`src/rtl/count_match_pkg.sv`:
```
// Shared types and sizing for the count/match controller and its datapath.
package count_match_pkg;

  localparam int WIDTH = 8;

  typedef enum logic [1:0] {IDLE, CLEAR, COUNT, DONE} state_e;

endpackage

```
`src/rtl/count_match_if.sv`:
```
// Request/result handshake bundle between a request source/result consumer and the controller.
interface count_match_if;
  import count_match_pkg::*;

  logic             in_valid;
  logic             in_ready;
  logic [WIDTH-1:0] in_target;
  logic             abort;
  logic             out_valid;
  logic             out_ready;
  logic [WIDTH-1:0] out_count;
  logic             out_aborted;
  logic             busy;

  modport master (
    output in_valid, in_target, abort, out_ready,
    input  in_ready, out_valid, out_count, out_aborted, busy
  );

  modport slave (
    input  in_valid, in_target, abort, out_ready,
    output in_ready, out_valid, out_count, out_aborted, busy
  );

endinterface

```
`src/rtl/count_match_dp.sv`:
```
// Counter register, equality comparator and result register steered by the controller FSM.
module count_match_dp
  import count_match_pkg::*;
(
  input  logic             clk,
  input  logic             rst,
  input  logic             clr,
  input  logic             inc,
  input  logic             load_result,
  input  logic             set_aborted,
  input  logic [WIDTH-1:0] target,
  output logic             eq,
  output logic [WIDTH-1:0] result_count,
  output logic             result_aborted
);

  logic [WIDTH-1:0] counter;

  assign eq = (counter == target);

  // The result captures the counter value from before this edge's update.
  always_ff @(posedge clk) begin
    if (rst) begin
      counter        <= '0;
      result_count   <= '0;
      result_aborted <= 1'b0;
    end else begin
      if (clr) begin
        counter        <= '0;
        result_aborted <= 1'b0;
      end else if (inc) begin
        counter <= counter + 1'b1;
      end
      if (load_result) begin
        result_count   <= counter;
        result_aborted <= set_aborted;
      end
    end
  end

endmodule

```
`src/rtl/count_match_ctrl.sv`:
```
// Sequencing FSM: accepts a target, runs the counter up to it (or until abort), then holds the result.
module count_match_ctrl
  import count_match_pkg::*;
(
  input logic         clk,
  input logic         rst,
  count_match_if.slave bus
);

  state_e           state;
  logic [WIDTH-1:0] target_q;
  logic             in_ready_q;
  logic             out_valid_q;
  logic             busy_q;
  logic             running;
  logic             clr;
  logic             inc;
  logic             load_result;
  logic             set_aborted;
  logic             eq;

  // Abort wins over both the match and the increment while a run is active.
  assign running     = (state == CLEAR) || (state == COUNT);
  assign set_aborted = running && bus.abort;
  assign clr         = (state == CLEAR) && !bus.abort;
  assign inc         = (state == COUNT) && !bus.abort && !eq;
  assign load_result = set_aborted || ((state == COUNT) && eq);

  assign bus.in_ready  = in_ready_q;
  assign bus.out_valid = out_valid_q;
  assign bus.busy      = busy_q;

  count_match_dp u_dp (
    .clk            (clk),
    .rst            (rst),
    .clr            (clr),
    .inc            (inc),
    .load_result    (load_result),
    .set_aborted    (set_aborted),
    .target         (target_q),
    .eq             (eq),
    .result_count   (bus.out_count),
    .result_aborted (bus.out_aborted)
  );

  // in_ready is held low during reset and rises in the first cycle after release.
  always_ff @(posedge clk) begin
    if (rst) begin
      state       <= IDLE;
      target_q    <= '0;
      in_ready_q  <= 1'b0;
      out_valid_q <= 1'b0;
      busy_q      <= 1'b0;
    end else begin
      case (state)
        IDLE: begin
          in_ready_q <= 1'b1;
          if (bus.in_valid && in_ready_q) begin
            state      <= CLEAR;
            target_q   <= bus.in_target;
            in_ready_q <= 1'b0;
            busy_q     <= 1'b1;
          end
        end
        CLEAR, COUNT: begin
          if (load_result) begin
            state       <= DONE;
            busy_q      <= 1'b0;
            out_valid_q <= 1'b1;
          end else if (state == CLEAR) begin
            state <= COUNT;
          end
        end
        DONE: begin
          if (bus.out_ready) begin
            state       <= IDLE;
            out_valid_q <= 1'b0;
            in_ready_q  <= 1'b1;
          end
        end
        default: state <= IDLE;
      endcase
    end
  end

endmodule
```
`src/flat_wrapper.sv`:
```
// flat-port wrapper written by rule: the top's interface ports become plain ports
module count_match_ctrl_flat import count_match_pkg::*;
  (clk, rst, bus_in_valid, bus_in_target, bus_abort, bus_out_ready, bus_in_ready, bus_out_valid, bus_out_count, bus_out_aborted, bus_busy);
  count_match_if bus_i ();
  input logic clk;
  input logic rst;
  input wire logic [$bits(bus_i.in_valid)-1:0] bus_in_valid;
  input wire logic [$bits(bus_i.in_target)-1:0] bus_in_target;
  input wire logic [$bits(bus_i.abort)-1:0] bus_abort;
  input wire logic [$bits(bus_i.out_ready)-1:0] bus_out_ready;
  output wire logic [$bits(bus_i.in_ready)-1:0] bus_in_ready;
  output wire logic [$bits(bus_i.out_valid)-1:0] bus_out_valid;
  output wire logic [$bits(bus_i.out_count)-1:0] bus_out_count;
  output wire logic [$bits(bus_i.out_aborted)-1:0] bus_out_aborted;
  output wire logic [$bits(bus_i.busy)-1:0] bus_busy;
  assign bus_i.in_valid = bus_in_valid;
  assign bus_i.in_target = bus_in_target;
  assign bus_i.abort = bus_abort;
  assign bus_i.out_ready = bus_out_ready;
  assign bus_in_ready = bus_i.in_ready;
  assign bus_out_valid = bus_i.out_valid;
  assign bus_out_count = bus_i.out_count;
  assign bus_out_aborted = bus_i.out_aborted;
  assign bus_busy = bus_i.busy;
  count_match_ctrl u_core (.clk(clk), .rst(rst), .bus(bus_i));
endmodule
```
`config.mk`:
```
export PLATFORM = sky130hd
export DESIGN_NAME = count_match_ctrl_flat
export DESIGN_NICKNAME = d
export VERILOG_FILES = /design/src/rtl/count_match_pkg.sv /design/src/rtl/count_match_if.sv /design/src/rtl/count_match_dp.sv /design/src/rtl/count_match_ctrl.sv /design/src/flat_wrapper.sv
export SDC_FILE = /design/constraint.sdc
export NUM_CORES = 1
export LEC_CHECK = 0
export BUFFER_PORTS_ARGS = -buffer_cell sky130_fd_sc_hd__buf_4
export CORE_ASPECT_RATIO = 0.9
export CORE_UTILIZATION = 40
export DETAILED_ROUTE_END_ITERATION = 8
export GPL_ROUTABILITY_DRIVEN = 0
export PLACE_DENSITY_LB_ADDON = 0.25
export SYNTH_ARGS = -nofsm -noshare
export SYNTH_HDL_FRONTEND = slang
export SYNTH_SLANG_ARGS = --single-unit
```
`constraint.sdc`:
```
create_clock -name clk -period 3.8 [get_ports clk]
set_input_delay 0.76 -clock clk [delete_from_list [all_inputs] [get_ports clk]]
set_output_delay 0.76 -clock clk [all_outputs]
set_load 0.005 [all_outputs]
```
After elaboration in Yosys (flattened, before gate mapping)
Cells that the tools add are included.
{"block": "classes", "n_addsub": 1, "eq_ne": 8, "muxes": 16, "reduce_logical": 22}
{"operator": "AND reduction 3 bit", "n": 3}
{"operator": "adder 8 x 1 -> 8 bit (second input constant)", "n": 1}
{"operator": "equality test 8 bit", "n": 1}
{"operator": "2-to-1 mux 1 bit", "n": 8}
{"operator": "2-to-1 mux 2 bit", "n": 4}
{"operator": "nonzero test 2 bit", "n": 4}
{"operator": "logical AND 1 bit", "n": 6}
{"operator": "case mux 1 bit (2 select lines)", "n": 3}
{"operator": "case mux 2 bit (3 select lines)", "n": 1}
{"operator": "equality test 2 bit (second input constant)", "n": 2}
{"operator": "!= test 2 x 1 -> 1 bit (second input constant)", "n": 2}
{"operator": "AND reduction 2 bit", "n": 2}
{"operator": "OR reduction 2 bit", "n": 2}
{"operator": "!= test 3 x 1 -> 1 bit (second input constant)", "n": 1}
{"operator": "equality test 2 x 1 -> 1 bit (second input constant)", "n": 1}
{"operator": "zero test 1 bit", "n": 2}
{"operator": "zero test 2 bit", "n": 1}
{"operator": "logical OR 1 bit", "n": 2}
{"operator": "!= test 2 bit (second input constant)", "n": 1}
{"block": "word_totals", "reg_bits": 30, "input_bits": 13, "out_inout_bits": 12, "elab_cells": 55}

Logic depth before layout (Yosys ltp)
Gate-level depths: netlist of the first run.
{"block": "depth", "ltp_word": 6, "depth_mapped": 7, "depth_no_buf": 6}

By module
Synthesis of the first run repeated with hierarchy kept, for this count alone.
{"block": "unflattened", "cells_unflattened": 157, "area_unflattened_um2": 1388.8}
{"mod": "count_match_dp", "n_inst": 1, "cells_each": 79, "area_per_inst_um2": 743.2, "seq_area_each_um2": 340.3}
{"mod": "count_match_ctrl", "n_inst": 1, "cells_each": 78, "area_per_inst_um2": 645.6, "seq_area_each_um2": 260.2}

Least setup slack after synthesis of the first run
Ideal clock, no wire load.
{"block": "synth_path", "path_type": "input to register", "startpoint": "in bus_abort", "endpoint": "reg u_core.u_dp.counter[7]", "setup_time_ns": 0.128, "arrival_time_ns": 1.668, "required_time_ns": 3.672, "setup_slack_ns": 2.004, "stages": 4, "n_path_buf": 0, "path_cell_list": "nand3b_1 > a2111oi_0 > a31o_2 > a21oi_1"}
{"block": "synth_between", "elab_chain_len": 3, "elab_cells_between_ends": 5, "cone_classes": "reduce/logical (5)"}
{"element": "start, declared", "line_no": "flat_wrapper.sv:9", "rtl": "input wire logic [$bits(bus_i.abort)-1:0] bus_abort;"}
{"element": "zero test 1 bit *", "line_no": "count_match_ctrl.sv:25, count_match_ctrl.sv:26"}
{"element": "logical AND 1 bit, on equally long branches", "line_no": "count_match_ctrl.sv:25, count_match_ctrl.sv:26"}
{"element": "OR reduction 2 bit (no line) / logical AND 1 bit (equally long branches)"}
{"element": "end signal, assigned", "line_no": "count_match_dp.sv:32", "rtl": "counter <= counter + 1'b1;"}
{"element": "end, declared", "line_no": "count_match_dp.sv:17", "rtl": "logic [WIDTH-1:0] counter;"}
Every way passes the cells marked *; elsewhere a longest branch is shown, timed or not.
A chain may end at the register's enable or synchronous reset.

Worst setup path in the final report of the first run
{"block": "layout_path", "startpoint": "reg u_core.u_dp.counter[2]", "endpoint": "reg u_core.state[1]"}
{"block": "layout_between", "elab_chain_len": 5, "elab_cells_between_ends": 7, "cone_classes": "eq/ne (2); mux (2); reduce/logical (3)"}
{"element": "equality test 8 bit *", "line_no": "count_match_dp.sv:19", "rtl": "assign eq = (counter == target);"}
{"element": "logical AND 1 bit *", "line_no": "count_match_ctrl.sv:27", "rtl": "assign load_result = set_aborted || ((state == COUNT) && eq);"}
{"element": "logical OR 1 bit *", "line_no": "count_match_ctrl.sv:27"}
{"element": "!= test 3 x 1 -> 1 bit (no line) / 2-to-1 mux 2 bit (equally long branches)"}
{"element": "AND reduction 3 bit (no line) / case mux 2 bit (3 select lines) (equally long branches)"}
{"element": "end signal, assigned", "line_no": "count_match_ctrl.sv:49", "rtl": "state <= IDLE;"}
{"element": "end signal, assigned", "line_no": "count_match_ctrl.sv:59", "rtl": "state <= CLEAR;"}
{"element": "end signal, assigned", "line_no": "count_match_ctrl.sv:67", "rtl": "state <= DONE;"}
{"element": "end, declared", "line_no": "count_match_ctrl.sv:10", "rtl": "state_e state;"}
Marks and branches as above.

==> results_dict.tcl, run 1 <==
set metrics [dict create \
    clkLatencyLatePin_ns 0.28 \
    cts-root-buf "clkbuf_8" \
    synth_top_area_share_pct 41.7 \
    worstMarginPinSlew_ns 0.567 \
    pwr-share-comb_pct 33.8 \
    core_mm2 0.00340 \
    cts_sinks 30 \
    irDropWorstVdd_mv 0.302 \
    yosysUniqueCellTypes 30 \
    outcome "finished clean" \
    slew_violations 0 \
    min_path_type "flip-flop to flip-flop" \
    die_height_um 59.0 \
    synth_area_per_cell_um2 8.95 \
    grt_pass1_vias 1082 \
    p_per_area_mw_per_mm2 531 \
    cp-start-kind "flip-flop" \
    seq_area_frac_synth_pct 41.7 \
    endpoint_kind "flip-flop" \
    cts_tree "built" \
    yosys.area.top_type "dfxtp_1" \
    start_util_pct 42.4 \
    post_dp_cell_area_mm2 0.00165 \
    place_ws_ns 1.72 \
    regArea_um2 601 \
    r2r_setup_slack_ns 1.76 \
    worst_ep_required_time_ns 4.00 \
    row_count 20 \
    clkTransAtPathRegs_ns 0.05 \
    syn_nets 180 \
    globalRouteOverflowTotal 0 \
    p_sw_share_pct 32.8 \
    finalWirelength_um 2610 \
    fin_crit_ns 2.04 \
    h-tree-depth 2 \
    ios 25 \
    syn2layout_area_growth_pct 19.7 \
    finish.instance_area_mm2 0.00173 \
    grt_usage_pct 16.3 \
    synthMostInstantiatedCell "dfxtp_1" \
    setup-tns-final_ns 0 \
    async_flop_share_pct 0 \
    clkPwrFrac_pct 24.8 \
    drtPass1Iterations 4 \
    ctsResizeCount 0 \
    period_share_pct 53.6 \
    synth_edf_count 0 \
    num-fill-cells 350 \
    ys.flop_type "dfxtp_1" \
    ant_nets 0 \
    clock_path_buffers 2 \
    crit_path_max_fanout 9 \
    seqPwrFrac_pct 41.4 \
    dieArea_mm2 0.00385 \
    synth_commonest_cells "30 x dfxtp_1, 22 x nand2_1, 17 x nor2_1, 12 x a21oi_1, 10 x mux2i_1" \
    drc 0 \
    leakagePower_nw 0.751 \
    multiInputGateArea_um2 779 \
    synth.cell_area_mm2 0.00144 \
    fin_worst_skew_ns 0.00411 \
    finalSetupViolations 0 \
    cts_setup_buffers 0 \
    hpwl_um 1960 \
    hold_violations 0 \
    io_buffer_count 24 \
    cts_made_buffers 5 \
    postCtsHoldBufs 0 \
    die_w_um 65.3 \
    route.vias.total 1134 \
    rsz0062_at_grt "false" \
    synth.ff_latch_count 30 \
    slew_headroom_pct 61.2 \
    layout-drive-gt1-share_pct 17.7 \
    antenna_found_initial 0 \
    n_antenna_cell 0 \
    max_cap_violations 0 \
    crit_type "flip-flop to flip-flop" \
    drtIter0Drc 29 \
    layout_setup_ws_ns 1.76 \
    synth_area_leaders "dfxtp_1 42%, mux2i_1 6.9%, nand2_1 5.7%, ha_1 5.2%, xor2_1 4.9%" \
    fmax_mhz 491 \
    vias_per_cell 4.93 \
    switching_power_uw 301 \
    grt_max_degree 26 \
    grt_pass1_wl_um 4660 \
    intPower_uw 615 \
    nets 205 \
    avgRoutedWirePerCell_um 11.3 \
    synth_cells 161 \
    ys_warn_count 0 \
    critical_path_arrival_ns 2.24 \
]
[critical path: stages (launching register included)]
cell and delay [ns]:
dfxtp_1 0.47, xor2_1 0.15, nor4_4 0.47, a32oi_1 0.31, a21oi_1 0.33, mux2i_1 0.23
[flip-flops by register name, indices dropped and copies added (netlist names)]
| register | cells |
|---|---|
| u_core.bus.in_ready | 1 |
| u_core.u_dp.counter | 8 |
| u_core.state | 2 |
| u_core.bus.busy | 1 |
| u_core.u_dp.result_count | 8 |
| u_core.bus.out_valid | 1 |
| u_core.target_q | 8 |
| u_core.u_dp.result_aborted | 1 |
[logic make-up after synthesis]
family,share of synthesized area [%]
xor gates and xnor gates,8.51
and+or+nand+nor,20.6
adders and majority gates,5.21
muxes,6.94
buffers and inverters,4.25
DFF,41.7
AOI/OAI and AO/OA,12.8
[final cells by class]
| type | instances | area share [%] |
|---|---|---|
| Tap cell | 44 | 3.19 |
| Clock buffer | 7 | 4.42 |
| Sequential cell | 30 | 34.8 |
| Inverter | 7 | 1.52 |
| Multi-Input combinational cell | 117 | 45.2 |
| Timing Repair Buffer | 25 | 10.9 |
[routing by layer]
metal	routed length [µm]	GRT usage, %
met5	0	0
met2	1120	25.5
met1	1330	20.6
met4	58	8.39
met3	100	4.65
[path summary, 6_finish.rpt]
check                                            from                              end  cells after the start
setup / recovery  u_core.u_dp.counter[2]$_SDFFE_PP0P_     u_core.state[1]$_SDFFE_PP0P_                      5
hold / removal        u_core.target_q[2]$_SDFFE_PP0P_  u_core.target_q[2]$_SDFFE_PP0P_                      2
setup reg to reg  u_core.u_dp.counter[2]$_SDFFE_PP0P_     u_core.state[1]$_SDFFE_PP0P_                      5
hold reg to reg       u_core.target_q[2]$_SDFFE_PP0P_  u_core.target_q[2]$_SDFFE_PP0P_                      2
[per-stage QoR]
step / std cells / power [mW] / util, % / hold slack [ns]
after floorplan: 161 / 0.611 / - / 0.448
after global placement: 223 / 0.687 / 48.5 / 0.461
after detailed placement: 223 / 0.697 / 48.5 / 0.464
after CTS: 230 / 0.929 / 50.7 / 0.473
after global routing: 230 / 0.981 / 50.7 / 0.499
final: 230 / 0.916 / 50.7 / 0.467
[placed cells by master, fill, tap and decap left out, types with 5 or more instances in the layout]
master / netlist / routed
xor2_1: 8 / 8
dfxtp_1: 30 / 30
buf_4: 0 / 25
nand2_1: 22 / 22
inv_1: 7 / 7
ha_1: 6 / 6
clkbuf_8: 0 / 5
nand2b_1: 8 / 8
nor2_1: 17 / 17
mux2i_1: 10 / 10
xnor2_1: 6 / 6
nand3_1: 5 / 5
a21oi_1: 12 / 12
[power by group through the flow]
stage               combinational, mW  sequential (mW)  clock (mW)
floorplan                       0.231            0.380           0
global placement                0.305            0.382           0
detailed placement              0.311            0.385           0
CTS                             0.313            0.379       0.237
global route                    0.347            0.384       0.251
finish                          0.310            0.379       0.228
No activity file was read; power rests on OpenSTA's default activity.
==> inputs of run 2 (changes only) <==
==> constraint.sdc (replaced) <==
create_clock -name clk -period 1.83 [get_ports clk]
set_input_delay 0.366 -clock clk [delete_from_list [all_inputs] [get_ports clk]]
set_output_delay 0.366 -clock clk [all_outputs]
set_load 0.005 [all_outputs]
==> run 2 against run 1 <==
Net effect: the run now ends with negative setup slack left; combinational power is 150% higher; clock-buffer cell count shrank 2; worst hold slack got worse by 0.14 ns; global-route usage rose by 1.3 points; largest cell class unchanged.
==> results_dict.tcl, run 2 (synthesis gave the netlist of run 1 again) <==
set metrics [dict create \
    fmax_mhz 540 \
    crit_path_max_fanout 4 \
    clkLatencyLatePin_ns 0.28 \
    die_height_um 59.0 \
    finalSetupViolations 1 \
    n_antenna_cell 0 \
    clkTransAtPathRegs_ns 0.06 \
    rr_endpoint "u_core.u_dp.counter[5]$_SDFFE_PP0P_" \
    postCtsHoldBufs 0 \
    drc 0 \
    io_buffer_count 24 \
    finish.instance_area_mm2 0.00188 \
    hold_start "bus_in_target[4]" \
    grt_usage_pct 17.6 \
    layout-drive-gt1-share_pct 25.7 \
    grt_max_degree 26 \
    r2r_setup_slack_ns -0.02 \
    critPathMaxStageDelay_ns 0.59 \
    route.vias.total 1229 \
    leakagePower_nw 0.847 \
    intPower_mw 1.50 \
    irDropWorstVdd_mv 0.795 \
    finalWirelength_um 3060 \
    slew_violations 0 \
    dpl.cell_count 236 \
    min_path_type "input pin to flip-flop" \
    nets 220 \
    grt_pass1_wl_um 4920 \
    period_share_pct 101 \
    avgRoutedWirePerCell_um 12.4 \
    fin_worst_skew_ns 0.00362 \
    reg2reg_depth 6 \
    cts-root-buf "clkbuf_8" \
    p_total_mw 2.19 \
    final_cell_mix "40 x buf_4, 30 x dfxtp_1, 22 x nand2_1, 17 x nor2_1, 11 x a21oi_1" \
    drtIter0Drc 22 \
    cp-start-kind "flip-flop" \
    cts_made_buffers 5 \
    slew_headroom_pct 58.7 \
    switching_power_uw 692 \
    p_sw_share_pct 31.6 \
    critPathSlowestCell "a2111oi_0" \
    globalRouteOverflowTotal 0 \
    p_per_area_mw_per_mm2 1170 \
    top_regs "u_core.target_q: 8 flops, u_core.u_dp.counter: 8 flops, u_core.u_dp.result_count: 8 flops" \
    cts_sinks 30 \
    endpoint_kind "flip-flop" \
    worstHoldPathCells 3 \
    cts_tree "built" \
    hpwl_um 2220 \
    dieArea_mm2 0.00385 \
    fin_crit_ns 1.85 \
    violations "negative setup slack" \
    start_util_pct 42.4 \
    holdWs_ns 0.331 \
    h-tree-depth 2 \
    grt_pass1_vias 1104 \
    max_cap_violations 0 \
    worst_ep_required_time_ns 1.98 \
    rsz0062_at_grt "true" \
    row_count 20 \
    min_to "u_core.target_q[4]$_SDFFE_PP0P_" \
    core_mm2 0.00340 \
    post_dp_cell_area_mm2 0.00175 \
    critical_path_arrival_ns 2.01 \
    layout_setup_ws_ns -0.0217 \
    ios 25 \
    die_w_um 65.3 \
    crit_type "flip-flop to flip-flop" \
    drtPass1Iterations 4 \
    vias_per_cell 5.00 \
    antenna_found_initial 0 \
    worstMarginPinSlew_ns 0.605 \
    syn2layout_area_growth_pct 30.2 \
    final_cells 246 \
    pwr-share-comb_pct 34.7 \
    clock_path_buffers 2 \
    ant_nets 0 \
    rr_startpoint "u_core.u_dp.counter[7]$_SDFFE_PP0P_" \
    layout_commonest_cell "buf_4" \
    cp_cell_sequence "xor2_1 > nor4_4 > buf_4 > a2111oi_0 > xnor2_1 > nor2_1" \
    clkPwrFrac_pct 29.5 \
    hold_violations 0 \
    outcome "finished with violations" \
    seqPwrFrac_pct 35.8 \
]
run 2: how the worst max path moves through the flow:
stage / slack (ns) / to / startpoint
after detailed placement: -0.02 / u_core.u_dp.counter[7]$_SDFFE_PP0P_ / u_core.state[0]$_SDFFE_PP0P_
after global placement: 0.02 / u_core.u_dp.counter[7]$_SDFFE_PP0P_ / u_core.state[0]$_SDFFE_PP0P_
after floorplan: 0.1 / u_core.u_dp.result_count[0]$_SDFFE_PP0P_ / u_core.u_dp.counter[2]$_SDFFE_PP0P_
after CTS: 0.02 / u_core.state[1]$_SDFFE_PP0P_ / u_core.target_q[1]$_SDFFE_PP0P_
after global routing: -0.19 / u_core.u_dp.counter[5]$_SDFFE_PP0P_ / u_core.u_dp.counter[0]$_SDFFE_PP0P_
final: -0.02 / u_core.u_dp.counter[5]$_SDFFE_PP0P_ / u_core.u_dp.counter[7]$_SDFFE_PP0P_
run 2: worst max-delay path, delay by kind of cell (launching register included):
kind	cells	cell delay, ns
xor+xnor	2	0.44
simple gates	2	0.16
compound gates	1	0.59
flops	1	0.38
buf+inv	1	0.16
run 2: area by class of cell:
type / instances / area (µm²)
fillers: 334 / 1530
multi-input cells: 117 / 786
flip-flops and latches: 30 / 601
repair buffers: 40 / 300
clock buffers: 5 / 68.8
well taps: 44 / 55.1
clock inverters: 3 / 40.0
inverters: 7 / 26.3
run 2: repair_timing:
action                                  4_1_cts  5_1_grt
pin swaps                                     0        2
endpoints found under the setup margin        1        5
setup buffers                                 0        2
resized for setup                             1        2
run 2: metrics by stage:
| stage | setup slack [ns] | util, % | TNS [ns] |
|---|---|---|---|
| after floorplan | 0.0983 | - | 0 |
| after global placement | 0.0203 | 51.3 | 0 |
| after detailed placement | -0.0250 | 51.3 | -0.0250 |
| after CTS | 0.0222 | 54.6 | 0 |
| after global routing | -0.185 | 55.1 | -0.396 |
| final | -0.0217 | 55.1 | -0.0217 |
run 2: metal layers:
metal  track usage (%)  routed length (µm)  share of wire, %
met4              9.32                  40               1.3
met2              26.7                1370                45
met3              5.81                 114               3.7
met1              22.2                1530                50
met5                 0                   0                 0
run 2: power groups by stage:
stage               registers [mW]  clock network, mW  logic, mW
global placement             0.795                  0      0.709
detailed placement           0.797                  0      0.719
finish                       0.785              0.647      0.762
global route                 0.794              0.701      0.854
CTS                          0.784              0.666      0.721
floorplan                    0.790                  0      0.479
